===== config.mk =====
export PLATFORM = sky130hd
export DESIGN_NAME = router_fsm
export DESIGN_NICKNAME = d
export VERILOG_FILES = /design/src/rtl/router_fsm.sv
export SDC_FILE = /design/constraint.sdc
export NUM_CORES = 1
export LEC_CHECK = 0
export ABC_AREA = 1
export BUFFER_PORTS_ARGS = -buffer_cell sky130_fd_sc_hd__buf_4
export CAP_MARGIN = 0
export CELL_PAD_IN_SITES_DETAIL_PLACEMENT = 0
export CELL_PAD_IN_SITES_GLOBAL_PLACEMENT = 1
export CORE_MARGIN = 2
export CORE_UTILIZATION = 33
export CTS_BUF_LIST = sky130_fd_sc_hd__clkbuf_16
export CTS_CLUSTER_DIAMETER = 80
export DETAILED_ROUTE_END_ITERATION = 6
export HOLD_SLACK_MARGIN = 0.12
export PLACE_DENSITY = 0.83
export SETUP_SLACK_MARGIN = 0.15
export SKIP_LAST_GASP = 1
export SLEW_MARGIN = 20
export SYNTH_ARGS = -nofsm -noshare
export SYNTH_HDL_FRONTEND = slang
export SYNTH_SLANG_ARGS = --single-unit
export TNS_END_PERCENT = 10

===== constraint.sdc =====
create_clock -name clock -period 2.7 [get_ports clock]
set_input_delay 0.54 -clock clock [delete_from_list [all_inputs] [get_ports clock]]
set_output_delay 0.54 -clock clock [all_outputs]
set_load 0.05 [all_outputs]

===== src/rtl/router_fsm.sv =====
// ---------------------------------------------------------------------------
// router_fsm
// Packet-sequencing controller for the 1x3 router. It decodes the 2-bit
// destination address from the header byte. It then steps the register and
// synchronizer datapath through header, payload and parity loading. It also
// back-pressures the source with busy while the target FIFO is full or has
// not yet drained.
//
// Ports
//   clock                      rising-edge clock
//   resetn                     asynchronous active-low reset
//   pkt_valid                  source packet framing (low on the parity byte)
//   data_in[1:0]               address field of the header byte
//   fifo_full                  full flag of the currently addressed FIFO
//   fifo_empty_0/1/2           empty flags of the three output FIFOs
//   soft_reset_0/1/2           timeout soft resets of the three output FIFOs
//   parity_done                register block captured the parity byte
//   low_packet_valid           pkt_valid fell while the FSM was stalled
//   detect_add                 state is DECODE_ADDRESS
//   lfd_state                  state is LOAD_FIRST_DATA
//   ld_state                   state is LOAD_DATA
//   laf_state                  state is LOAD_AFTER_FULL
//   full_state                 state is FIFO_FULL_STATE
//   rst_int_reg                state is CHECK_PARITY_ERROR
//   write_enb_reg              write strobe (LOAD_DATA, LOAD_PARITY, LOAD_AFTER_FULL)
//   busy                       source must hold data (all states except DA and LD)
// ---------------------------------------------------------------------------
module router_fsm (
  input  logic       clock,
  input  logic       resetn,
  input  logic       pkt_valid,
  input  logic [1:0] data_in,
  input  logic       fifo_full,
  input  logic       fifo_empty_0,
  input  logic       fifo_empty_1,
  input  logic       fifo_empty_2,
  input  logic       soft_reset_0,
  input  logic       soft_reset_1,
  input  logic       soft_reset_2,
  input  logic       parity_done,
  input  logic       low_packet_valid,
  output logic       detect_add,
  output logic       lfd_state,
  output logic       ld_state,
  output logic       laf_state,
  output logic       full_state,
  output logic       rst_int_reg,
  output logic       write_enb_reg,
  output logic       busy
);

  typedef enum logic [2:0] {
    DA  = 3'd0,
    LFD = 3'd1,
    LD  = 3'd2,
    LP  = 3'd3,
    FFS = 3'd4,
    LAF = 3'd5,
    WTE = 3'd6,
    CPE = 3'd7
  } state_t;

  state_t     r_state;
  state_t     w_next;
  logic [1:0] r_addr;
  logic       r_rst_ok;

  logic [3:0] w_empty;
  logic [3:0] w_srst;
  logic       w_empty_sel;
  logic       w_srst_sel;
  logic       w_hdr_ok;

  // Bit 3 pads the vectors so a 2-bit index never falls outside them.
  // Address 3 is never latched, so it reads "not empty / no soft reset".
  assign w_empty     = {1'b0, fifo_empty_2, fifo_empty_1, fifo_empty_0};
  assign w_srst      = {1'b0, soft_reset_2, soft_reset_1, soft_reset_0};
  assign w_empty_sel = w_empty[r_addr];
  assign w_srst_sel  = w_srst[r_addr];
  assign w_hdr_ok    = pkt_valid && (data_in != 2'd3);

  // r_rst_ok holds the FSM in DA for the first edge after reset release. A
  // reset removal that lands close to that edge therefore cannot trigger a
  // partial transition.
  always_ff @(posedge clock or negedge resetn) begin
    if (!resetn) begin
      r_state  <= DA;
      r_addr   <= 2'd0;
      r_rst_ok <= 1'b0;
    end else begin
      r_state  <= w_next;
      r_rst_ok <= 1'b1;
      if ((r_state == DA) && w_hdr_ok)
        r_addr <= data_in;
    end
  end

  always_comb begin
    w_next = r_state;
    if ((r_state != DA) && w_srst_sel) begin
      w_next = DA;
    end else begin
      case (r_state)
        // In DA the address is still on data_in, not yet in r_addr.
        DA:  if (w_hdr_ok && r_rst_ok)
               w_next = w_empty[data_in] ? LFD : WTE;
        LFD: w_next = LD;
        LD:  if (fifo_full)       w_next = FFS;
             else if (!pkt_valid) w_next = LP;
        FFS: if (!fifo_full)      w_next = LAF;
        LAF: if (parity_done)           w_next = DA;
             else if (low_packet_valid) w_next = LP;
             else                       w_next = LD;
        LP:  w_next = CPE;
        CPE: w_next = fifo_full ? FFS : DA;
        WTE: if (w_empty_sel)     w_next = LFD;
        default: w_next = DA;
      endcase
    end
  end

  // Moore outputs: pure decode of the state register.
  always_comb begin
    detect_add    = 1'b0;
    lfd_state     = 1'b0;
    ld_state      = 1'b0;
    laf_state     = 1'b0;
    full_state    = 1'b0;
    rst_int_reg   = 1'b0;
    write_enb_reg = 1'b0;
    busy          = 1'b1;
    case (r_state)
      DA:  begin detect_add = 1'b1; busy = 1'b0; end
      LFD: lfd_state = 1'b1;
      LD:  begin ld_state = 1'b1; write_enb_reg = 1'b1; busy = 1'b0; end
      LP:  write_enb_reg = 1'b1;
      FFS: full_state = 1'b1;
      LAF: begin laf_state = 1'b1; write_enb_reg = 1'b1; end
      CPE: rst_int_reg = 1'b1;
      default: ;
    endcase
  end

endmodule


* Word-level counts from Yosys, hierarchy flattened
Index checks and enable logic that the tools add are counted.
Storage, ports and cells: logic and storage cells 51, output and inout port bits 8, bits in registers 6, bits of input ports 14
Operators by class: eq/ne operators 12, $lt $le $gt $ge 2, reduce and logical (&&, ||, !) cells 9, multiplexer cells 25
Operator list (count):
- $mux 3 | 8
- $pmux 3 s8 | 1
- $eq 3x3->1 const B | 4
- $mux 1 | 12
- $bmux 1 s2 | 3
- $eq 3x2->1 const B | 2
- $lt 2x3->1 const B | 2
- $ne 3x3->1 const B | 2
- $logic_and 1x1->1 | 4
- $ne 4x4->1 const B | 1
- $reduce_and 4->1 | 1
- $eq 3x1->1 const B | 1
- $logic_not 3->1 | 1
- $ne 3x1->1 const B | 1
- $reduce_bool 3->1 | 1
- $reduce_or 3->1 | 1
- $mux 2 | 1
- $ne 2x2->1 const B | 1
- $reduce_or 2->1 | 1

* Depth between registers and ports, before layout
Gate-level depths: netlist of the first run.
word-level depth 6, gate-level depth with buffers 9, mapped depth without buffers 9

* Least setup slack after synthesis of the first run
Ideal clock, no wire load.
path type flip-flop to output port, from register r_state[1], to output write_enb_reg, cell stages (with the launch flop) 3, path buffers 0, data required time 2160 ps, setup slack 551 ps, data arrival time 1609 ps, cell sequence dfrtp_1 > inv_2 > o21ai_0
On the way: longest elaborated chain between the ends 3, elaborated cells on any way between the ends 5, classes of those cells eq/ne (3); mux (1); reduce/logical (1)
Ends and longest elaborated chain:
- from (decl) | RTL line 63 | state_t r_state;
- from (signal assigned) | RTL line 91 | r_state <= w_next;
- $eq 3x2->1 / $eq 3x3->1 (equally long branches) | RTL line 132 | case (r_state)
- $reduce_or 3->1 (no source line) (*)
- $mux 1 (*) | RTL line 132
- to (decl) | RTL line 48 | output logic write_enb_reg,
Mark *: on every way between the ends. The rest lies on a longest branch, timed or not.

* Worst setup path in the final report of the first run
from register r_state[2], to output busy
On the way: longest elaborated chain between the ends 3, elaborated cells on any way between the ends 4, classes of those cells eq/ne (1); mux (1); reduce/logical (2)
Ends and longest elaborated chain:
- $eq 3x2->1 / $logic_not 3->1 (equally long branches) | RTL line 132
- $reduce_or 2->1 (no source line) (*)
- $mux 1 (*) | RTL line 132
- to (decl) | RTL line 49 | output logic busy
Marks and branches as above.

==> results.md, run 1 <==
- Synthesis warning total: 0
- Row count: 14
- Syn_nets: 101
- Top-area cell type share of the netlist area: 27.1%
- Antenna fix cells: 0
- Drt pass-1 iters: 4
- Synthesized area per cell: 6.36 sq um
- RR Endpoint: r_state[2]
- Tot Pwr: 1.05 mW
- CTS Sinks: 6
- Vias: 601
- #FFs+latches synth: 6
- Post-layout net count: 127
- Required time of the critical path: 2160 ps
- WL met1: 588 microns
- Minimum clock period: 1960 ps
- CTS max path bufs: 2
- Layout cells sized above 1: 31.5%
- R2R depth: 7
- Die Wd: 44.9 microns
- Placer Congestion: 0.816
- Met2 wire len: 569 microns
- RSZ-0062 raised after global routing: false
- Synth area leaders: dfrtp_1 (27%), nand2_1 (15%), nand3_1 (8.1%), nor2_1 (8.1%), inv_1 (7.5%)
- Worst Skew: 0.449 ps
- Core ar.: 1540 sq um
- Largest net degree at the start of global routing: 10
- Die area: 2020 sq um
- Drc violations: 0
- Vias in the first global route: 573
- Start point of the critical path: r_state[2]
- Die Y: 44.9 microns
- Launching point of the worst reg2reg path: r_state[2]
- All-Layer GR Usage: 15.4%
- Final Hold Viols: 0
- Final ANT Viol Nets: 0
- Setup TNS: 0 ps
- Seq/Total Area, Yosys: 27.1%
- Io pins: 22
- Worst skew pair latency: 230 ps
- CTS tree: yes
- Routed len/inst: 9.91 microns
- R2R Setup Slk: 1260 ps
- Initial Utilization: 35.9%
- VDD IR max: 0.000589 V
- Port bufs: 21
- Layout area overhead: 45.0%
- Min Hold Slack: 594 ps
- Initial antenna violation count: 0
- Tcrit/Tclk final: 72.6%
- Global-route wire length before repair: 2250 microns
- Run status: finished, final reports clean
- H-tree depth: 1
- Cell area after synthesis: 553 sq um
- Post-synthesis cell count: 87
- DR WL met3: 71 microns
- DRT iter0 DRCs: 14
- Max-capacitance violation count: 0
- Highest routed layer: met4
- Worst setup SP type: register
- Post-synth top area cell: dfrtp_1
- Final setup vio count: 0
- Vias/cell: 4.73
- Fin cells: 127
- Hold crit path type: reg -> reg
- Total routed wirelength: 1260 microns
- Total CTS buffers: 3
- Worst-path clk slew: 30 ps
- Leakage: 0.439 nW
- Crit Path Max Fanout: 9
- Worst setup path end: busy
- Kind of capture point of the worst setup path: primary output
- Filler cells: 148
- Post-Place Cells: 123
- Max-slew violations: 0
- Worst path arrival time: 1420 ps
- Final global-route overflow total: 0
- Hpwl dp: 1050 microns
- Critical path class: reg -> out
- Max frequency: 510 MHz
- Root buffer cell: clkbuf_16
- Cell Pwr Density: 1300 nW/um^2
- Post-synth cell types: 21
==> registers in the layout, indices dropped and copies added (netlist names) <==
register / count
r_state: 3
r_addr: 2
r_rst_ok: 1
==> per-stage QoR <==
step	area, sq um	utilization (%)	worst slack [ps]
floorplan	553	-	551
global placement	717	46.5	999
detailed placement	717	46.5	980
CTS	802	52.0	728
global route	802	52.0	637
finish	802	52.0	741
==> cell families after synthesis <==
group,Yosys count,share of synthesized area (%)
other cells,1,0.678
flops,6,27.1
buf+inv,14,11.3
compound gates,11,11.5
simple gates,55,49.3
==> worst min path at each step <==
stage / slack, ps / depth (start not counted) / from / endpoint
after floorplan: 240 / 0 / resetn / r_addr[0]
after global placement: 350 / 1 / resetn / r_state[0]
after detailed placement: 350 / 1 / resetn / r_state[1]
after CTS: 590 / 2 / r_addr[0] / r_addr[0]
after global routing: 630 / 3 / low_packet_valid / r_state[0]
final: 590 / 2 / r_addr[1] / r_addr[1]
==> power by group <==
group / switching [mW] / leakage (nW) / total (mW) / internal [mW]
Clock: 0.0464 / 0.0370 / 0.236 / 0.190
Combinational: 0.423 / 0.327 / 0.627 / 0.204
Sequential: 0.0576 / 0.0752 / 0.182 / 0.125
Total: 0.527 / 0.439 / 1.05 / 0.518
==> critical path, cell delays in order (launching register included) <==
cell	delay, ps
dfrtp_1	550
inv_1	200
nand3_1	150
nand2_1	60
inv_1	40
buf_4	180
==> cell usage in the layout (no fill, tap or decap), drive strengths merged, types with 2 or more instances in the layout <==
cell type  netlist  final
nor3             3      3
inv             13     13
o21ai            5      5
a21oi            4      4
nand3           10     10
dfrtp            6      6
nand4            2      2
nand2           25     25
clkbuf           1      3
nor2            15     15
buf              0     21
==> final cells by class <==
cell class / count / area (sq um) / area share (%)
Timing Repair Buffer: 22 / 168 / 20.9
Clock buffer: 3 / 75.1 / 9.36
Inverter: 13 / 48.8 / 6.08
Multi-Input combinational cell: 67 / 340 / 42.4
Tap cell: 16 / 20.0 / 2.50
Sequential cell: 6 / 150 / 18.7
==> layer usage <==
layer  global-route usage, %  vias up
li1                        -      325
met1                    20.8      258
met2                    23.4       15
met3                    1.20        3
met4                    10.6        0
met5                       0        -
==> what timing repair did <==
item	in CTS	in global routing
endpoints found under the hold margin	6	0
hold buffers	1	0
gates resized for setup	0	0
buffers inserted	0	0
==> synth_stat cells <==
master and count:
o211ai_1 1, nand4_1 2, a21oi_2 1, nand3_1 9, nor2_1 12, nor3_2 1
conb_1 1, nand3_2 1, o21ai_1 1, a21oi_1 3, nand2_2 2, nor3_1 2
inv_1 11, o21ai_0 4, nor2_4 3, nand2_4 1, nand2_1 22, dfrtp_1 6
clkbuf_8 1, a21boi_0 1, inv_2 2
No activity file was read; power rests on OpenSTA's default activity.
==> run 2, diff against run 1 <==
--- a/config.mk
+++ b/config.mk
@@ -11,12 +11,12 @@
 export CELL_PAD_IN_SITES_DETAIL_PLACEMENT = 0
 export CELL_PAD_IN_SITES_GLOBAL_PLACEMENT = 1
 export CORE_MARGIN = 2
-export CORE_UTILIZATION = 33
+export CORE_UTILIZATION = 27
 export CTS_BUF_LIST = sky130_fd_sc_hd__clkbuf_16
 export CTS_CLUSTER_DIAMETER = 80
 export DETAILED_ROUTE_END_ITERATION = 6
 export HOLD_SLACK_MARGIN = 0.12
-export PLACE_DENSITY = 0.83
+export PLACE_DENSITY = 0.73
 export SETUP_SLACK_MARGIN = 0.15
 export SKIP_LAST_GASP = 1
 export SLEW_MARGIN = 20
==> constraint.sdc (replaced) <==
create_clock -name clock -period 1.6 [get_ports clock]
set_input_delay 0.32 -clock clock [delete_from_list [all_inputs] [get_ports clock]]
set_output_delay 0.32 -clock clock [all_outputs]
set_load 0.05 [all_outputs]
==> results.md, run 2 (same netlist as run 1, synthesis figures left out) <==
- Run status: finished, final reports clean
- Layout area overhead: 67.6%
- Max FFs per register: 3 (unchanged)
- Post-route cell area: 927 sq um (+16%)
- Worst path arrival time: 1150 ps (-270 ps)
- Drt pass-1 iters: 5 (+1)
- Largest register by flop count: r_state
- Total routed wirelength: 1440 microns (+14%)
- Worst setup SP type: register
- Dpl cell area: 743 sq um (+3.7%)
- Final ANT Viol Nets: 0 (unchanged)
- Setup TNS: 0 ps (unchanged)
- Routed len/inst: 9.77 microns (-1.4%)
- Root buffer cell: clkbuf_16
- CTS max path bufs: 2 (unchanged)
- Placer Congestion: 0.802 (-1.8%)
- H-tree depth: 1 (unchanged)
- Initial antenna violation count: 0 (unchanged)
- Largest regs: r_state: 3 flops, r_addr: 2 flops, r_rst_ok: 1 flops
- CP max stage delay: 390 ps (-160 ps)
- Worst-path clk slew: 30 ps (about the same)
- Global-route wire length before repair: 2500 microns (+11%)
- Max frequency: 679 MHz
- WP buf/inv: 2 (-1)
- Antenna fix cells: 0 (unchanged)
- Critical path class: reg -> out
- Required time of the critical path: 1280 ps (-880 ps)
- Initial Utilization: 28.5% (-7.4 points)
- Kind of capture point of the worst setup path: primary output
- Row count: 16 (+2)
- Io pins: 22 (unchanged)
- Min Hold Slack: 373 ps (-221 ps)
- Vias/cell: 4.32 (-8.7%)
- Vias: 635 (+5.7%)
- Largest delay share family, worst path: flip-flops
- Final core utilization: 47.7% (-4.3 points)
- Hpwl dp: 1130 microns (+8.1%)
- Max-slew violations: 0 (unchanged)
- CTS Sinks: 6 (unchanged)
- Die area: 2430 sq um (+20%)
- Minimum clock period: 1470 ps
- Commonest cells after routing, fill and taps aside: buf_4 (25), nand2_1 (21), nor2_1 (12)
- CP most frequent cell: buf_4
- Cell Pwr Density: 2200 nW/um^2 (+69%)
- Vias in the first global route: 615 (+7.3%)
- Commonest non-fill, non-tap cell in the layout: buf_4
- CP max stage cell: dfrtp_1
- Final Hold Viols: 0 (unchanged)
- Hold crit path type: in -> reg
- CTS tree: yes
- Worst skew pair latency: 220 ps (about the same)
- Largest net degree at the start of global routing: 7 (-3)
- Final setup vio count: 0 (unchanged)
- RSZ-0062 raised after global routing: true
- Crit Path Max Fanout: 4 (-5)
- Core ar.: 1940 sq um (+26%)
- DRT iter0 DRCs: 10 (-4)
- Tcrit/Tclk final: 92.1%
- Leakage: 0.487 nW (+11%)
- Worst Skew: 0.679 ps (+0.230 ps)
- VDD IR max: 0.00118 V (+100%)
- Post-layout net count: 136 (+7.1%)
- Die Wd: 49.3 microns (+9.6%)
- Layout cells sized above 1: 43.3% (+12 points)
- Port bufs: 21 (unchanged)
- Total CTS buffers: 3 (unchanged)
- Drc violations: 0 (unchanged)
- Filler cells: 196 (+32%)
- Max-capacitance violation count: 0 (unchanged)
- Die Y: 49.3 microns (+9.6%)
- Final global-route overflow total: 0 (unchanged)
- All-Layer GR Usage: 13.1% (-2.3 points)
- Crit path cell chain: buf_4, nand3_1, o21ai_1, buf_4
==> run 2: final timing paths <==
path / cells past startpoint / slack (ps) / endpoint / start
max reg2reg: 9 / 210 / r_state[2] / r_state[0]
min in group asynchronous: 2 / 440 / r_state[0] / resetn
max in group asynchronous: 2 / 1040 / r_state[1] / resetn
min: 3 / 370 / r_state[0] / low_packet_valid
max: 4 / 130 / write_enb_reg / r_state[0]
min reg2reg: 2 / 590 / r_addr[0] / r_addr[0]
==> run 2: power breakdown <==
| part | switching [mW] | internal, mW |
|---|---|---|
| Sequential | 0.0681 | 0.215 |
| Clock | 0.0719 | 0.320 |
| Combinational | 0.838 | 0.531 |
==> run 2: metal layers <==
metal,up-vias,GRT usage [%],part of all wire (%)
li1,346,-,-
met1,281,16.6,47
met2,8,22.3,50
met3,0,1.23,2.2
met4,0,5.71,0
met5,-,0,0
==> run 2: metrics by stage <==
step | std cells | setup WS [ps] | power, mW
after detailed placement | 135 | 171 | 1.40
after global placement | 135 | 177 | 1.41
final | 147 | 127 | 2.04
after CTS | 147 | 104 | 2.01
after floorplan | 87 | 14.1 | 1.13
after global routing | 147 | 52.1 | 2.20
==> run 2: area by class of cell <==
class	count	area [sq um]	area share [%]
clock buffer	3	75.1	8.10
inverter	13	48.8	5.26
multi-input combinational	67	359	38.7
sequential	6	153	16.5
tap	27	33.8	3.64
timing repair buffer	31	258	27.8
==> run 2: worst register-to-register path: cells and delay by family (launching register included) <==
family | cells | cell delay [ps]
AND/OR/NAND/NOR | 5 | 470
flip-flops | 1 | 390
buffers and inverters | 3 | 340
AO/OA/AOI/OAI | 1 | 110
==> run 2: what timing repair did <==
item | in CTS | in global routing
buffers inserted | 8 | 0
hold endpoints to repair | 6 | 0
endpoints found under the setup margin | 8 | 10
gates resized for setup | 10 | 4
hold buffers | 1 | 0
pin swaps | 2 | 2
==> run 3, diff against run 2 <==
--- a/config.mk
+++ b/config.mk
@@ -16,7 +16,7 @@
 export CTS_CLUSTER_DIAMETER = 80
 export DETAILED_ROUTE_END_ITERATION = 6
 export HOLD_SLACK_MARGIN = 0.12
-export PLACE_DENSITY = 0.73
+export PLACE_DENSITY = 0.67
 export SETUP_SLACK_MARGIN = 0.15
 export SKIP_LAST_GASP = 1
 export SLEW_MARGIN = 20
==> constraint.sdc (replaced) <==
create_clock -name clock -period 1.6 [get_ports clock]
set_input_delay 0.24 -clock clock [delete_from_list [all_inputs] [get_ports clock]]
set_output_delay 0.24 -clock clock [all_outputs]
set_load 0.05 [all_outputs]
==> results.md, run 3 (same netlist as run 1, synthesis figures left out) <==
- Hold crit path type: in -> reg
- Placer Congestion: 0.796 (-0.76%)
- Largest delay share family, worst path: flip-flops
- H-tree depth: 1 (unchanged)
- CP max stage delay: 430 ps (+40 ps)
- Final Hold Viols: 0 (unchanged)
- Largest register by flop count: r_state
- Required time of the critical path: 1360 ps (+80 ps)
- Commonest cells after routing, fill and taps aside: buf_4 (25), nand2_1 (21), nor2_1 (12)
- Setup TNS: 0 ps (unchanged)
- Die area: 2430 sq um (unchanged)
- Hpwl dp: 1180 microns (+4.4%)
- Final setup vio count: 0 (unchanged)
- DRT iter0 DRCs: 12 (+2)
- Largest net degree at the start of global routing: 8 (+1)
- Worst skew pair latency: 220 ps (about the same)
- Initial Utilization: 28.5% (unchanged)
- Minimum clock period: 1460 ps (-13.9 ps)
- Max frequency: 685 MHz (+0.95%)
- GR Util met1: 18.4% (+1.8 points)
- Crit Path Max Fanout: 4 (unchanged)
- Worst-path clk slew: 30 ps (about the same)
- Drc violations: 0 (unchanged)
- Vias/cell: 4.49 (+4.0%)
- Total routed wirelength: 1470 microns (+2.6%)
- Layout cells sized above 1: 41.2% (-2.2 points)
- Worst Skew: 0.284 ps (-0.396 ps)
- WP buf/inv: 4 (+2)
- Routed len/inst: 10.1 microns (+3.3%)
- Dpl cell area: 743 sq um (unchanged)
- Cell Pwr Density: 2240 nW/um^2 (+1.5%)
- Max-capacitance violation count: 0 (unchanged)
- Post-route cell area: 915 sq um (-1.3%)
- Post-layout net count: 135 (-0.74%)
- Antenna fix cells: 0 (unchanged)
- Critical path class: reg -> out
- Max FFs per register: 3 (unchanged)
- Grt met3 use: 2.15% (+0.92 points)
- Root buffer cell: clkbuf_16
- Layout area overhead: 65.4%
- Row count: 16 (unchanged)
- Total CTS buffers: 3 (unchanged)
- Port bufs: 21 (unchanged)
- CTS tree: yes
- Drt pass-1 iters: 4 (-1)
- CP max stage cell: dfrtp_2
- Met2 GRT Util: 21.4% (-0.90 points)
- Leakage: 0.486 nW (-0.35%)
- Largest regs: r_state: 3 flops, r_addr: 2 flops, r_rst_ok: 1 flops
- Worst path arrival time: 1220 ps (+70 ps)
- Final ANT Viol Nets: 0 (unchanged)
- Core ar.: 1940 sq um (unchanged)
- Vias: 656 (+3.3%)
- Worst slack, placed: 223 ps (+52.2 ps)
- Tcrit/Tclk final: 91.2% (-0.87 points)
- Min Hold Slack: 310 ps (-62.6 ps)
- Vias in the first global route: 635 (+3.3%)
- Kind of capture point of the worst setup path: primary output
- VDD IR max: 0.00138 V (+17%)
- CTS Sinks: 6 (unchanged)
- Grt peak-use layer: met2
- Global-route wire length before repair: 2600 microns (+3.9%)
- Crit path cell chain: inv_4, nand2_4, nor2_4, inv_2, nand2_2, inv_2, buf_8
- CP most frequent cell: inv_2
- Io pins: 22 (unchanged)
- RSZ-0062 raised after global routing: true
- Die Wd: 49.3 microns (unchanged)
- CTS max path bufs: 2 (unchanged)
- Max-slew violations: 0 (unchanged)
- Run status: finished, final reports clean
- Die Y: 49.3 microns (unchanged)
- Initial antenna violation count: 0 (unchanged)
- Worst setup SP type: register
- All-Layer GR Usage: 14.0% (+0.92 points)
- Post-route setup slack: 141 ps (+13.9 ps)
- Commonest non-fill, non-tap cell in the layout: buf_4
- Final global-route overflow total: 0 (unchanged)
[run 3: final cells by class]
class | count | area, sq um
clock buffers | 3 | 75.1
fillers | 215 | 1030
inverters | 13 | 51.3
multi-input cells | 67 | 348
flip-flops and latches | 6 | 151
well taps | 27 | 33.8
repair buffers | 30 | 255
[run 3: per-stage QoR]
stage	util (%)	power, mW	instances
after detailed placement	38.3	1.41	135
final	47.1	2.05	146
after CTS	46.6	2.02	146
after floorplan	-	1.13	87
after global placement	38.3	1.42	135
after global routing	47.1	2.19	146
[run 3: worst paths after layout]
path / from / end / slack [ps] / cells after the start
min in group asynchronous: resetn / r_state[0] / 360 / 2
worst max register to register: r_state[1] / r_state[2] / 290 / 7
max in group asynchronous: resetn / r_state[1] / 1120 / 2
worst min register to register: r_addr[1] / r_addr[1] / 590 / 2
worst max-delay path: r_state[1] / busy / 140 / 7
worst min-delay path: low_packet_valid / r_state[0] / 310 / 3
[run 3: layer usage]
layer / wire (microns) / up-vias
met3: 51 / 4
met1: 734 / 292
met5: 0 / -
met2: 657 / 16
met4: 31 / 0
li1: - / 344
[run 3: worst reg2reg max path: cells and delay by family (launching register included)]
kind | cells | cell delay [ps]
AO/OA/AOI/OAI | 1 | 50
buffers and inverters | 1 | 160
flip-flops | 1 | 430
AND/OR/NAND/NOR | 5 | 550
[run 3: what timing repair did]
item	4_1_cts	5_1_grt
pin swaps	2	2
hold buffers	1	0
resized for setup	5	5
endpoints found under the hold margin	6	0
endpoints found under the setup margin	5	5
setup buffers	7	0
[run 3: power by group]
group / internal, mW / switching [mW] / leakage, nW / total (mW)
clock: 0.320 / 0.0743 / 0.0370 / 0.394
sequential: 0.214 / 0.0738 / 0.0740 / 0.287
combinational: 0.540 / 0.824 / 0.375 / 1.36
total: 1.07 / 0.973 / 0.486 / 2.05
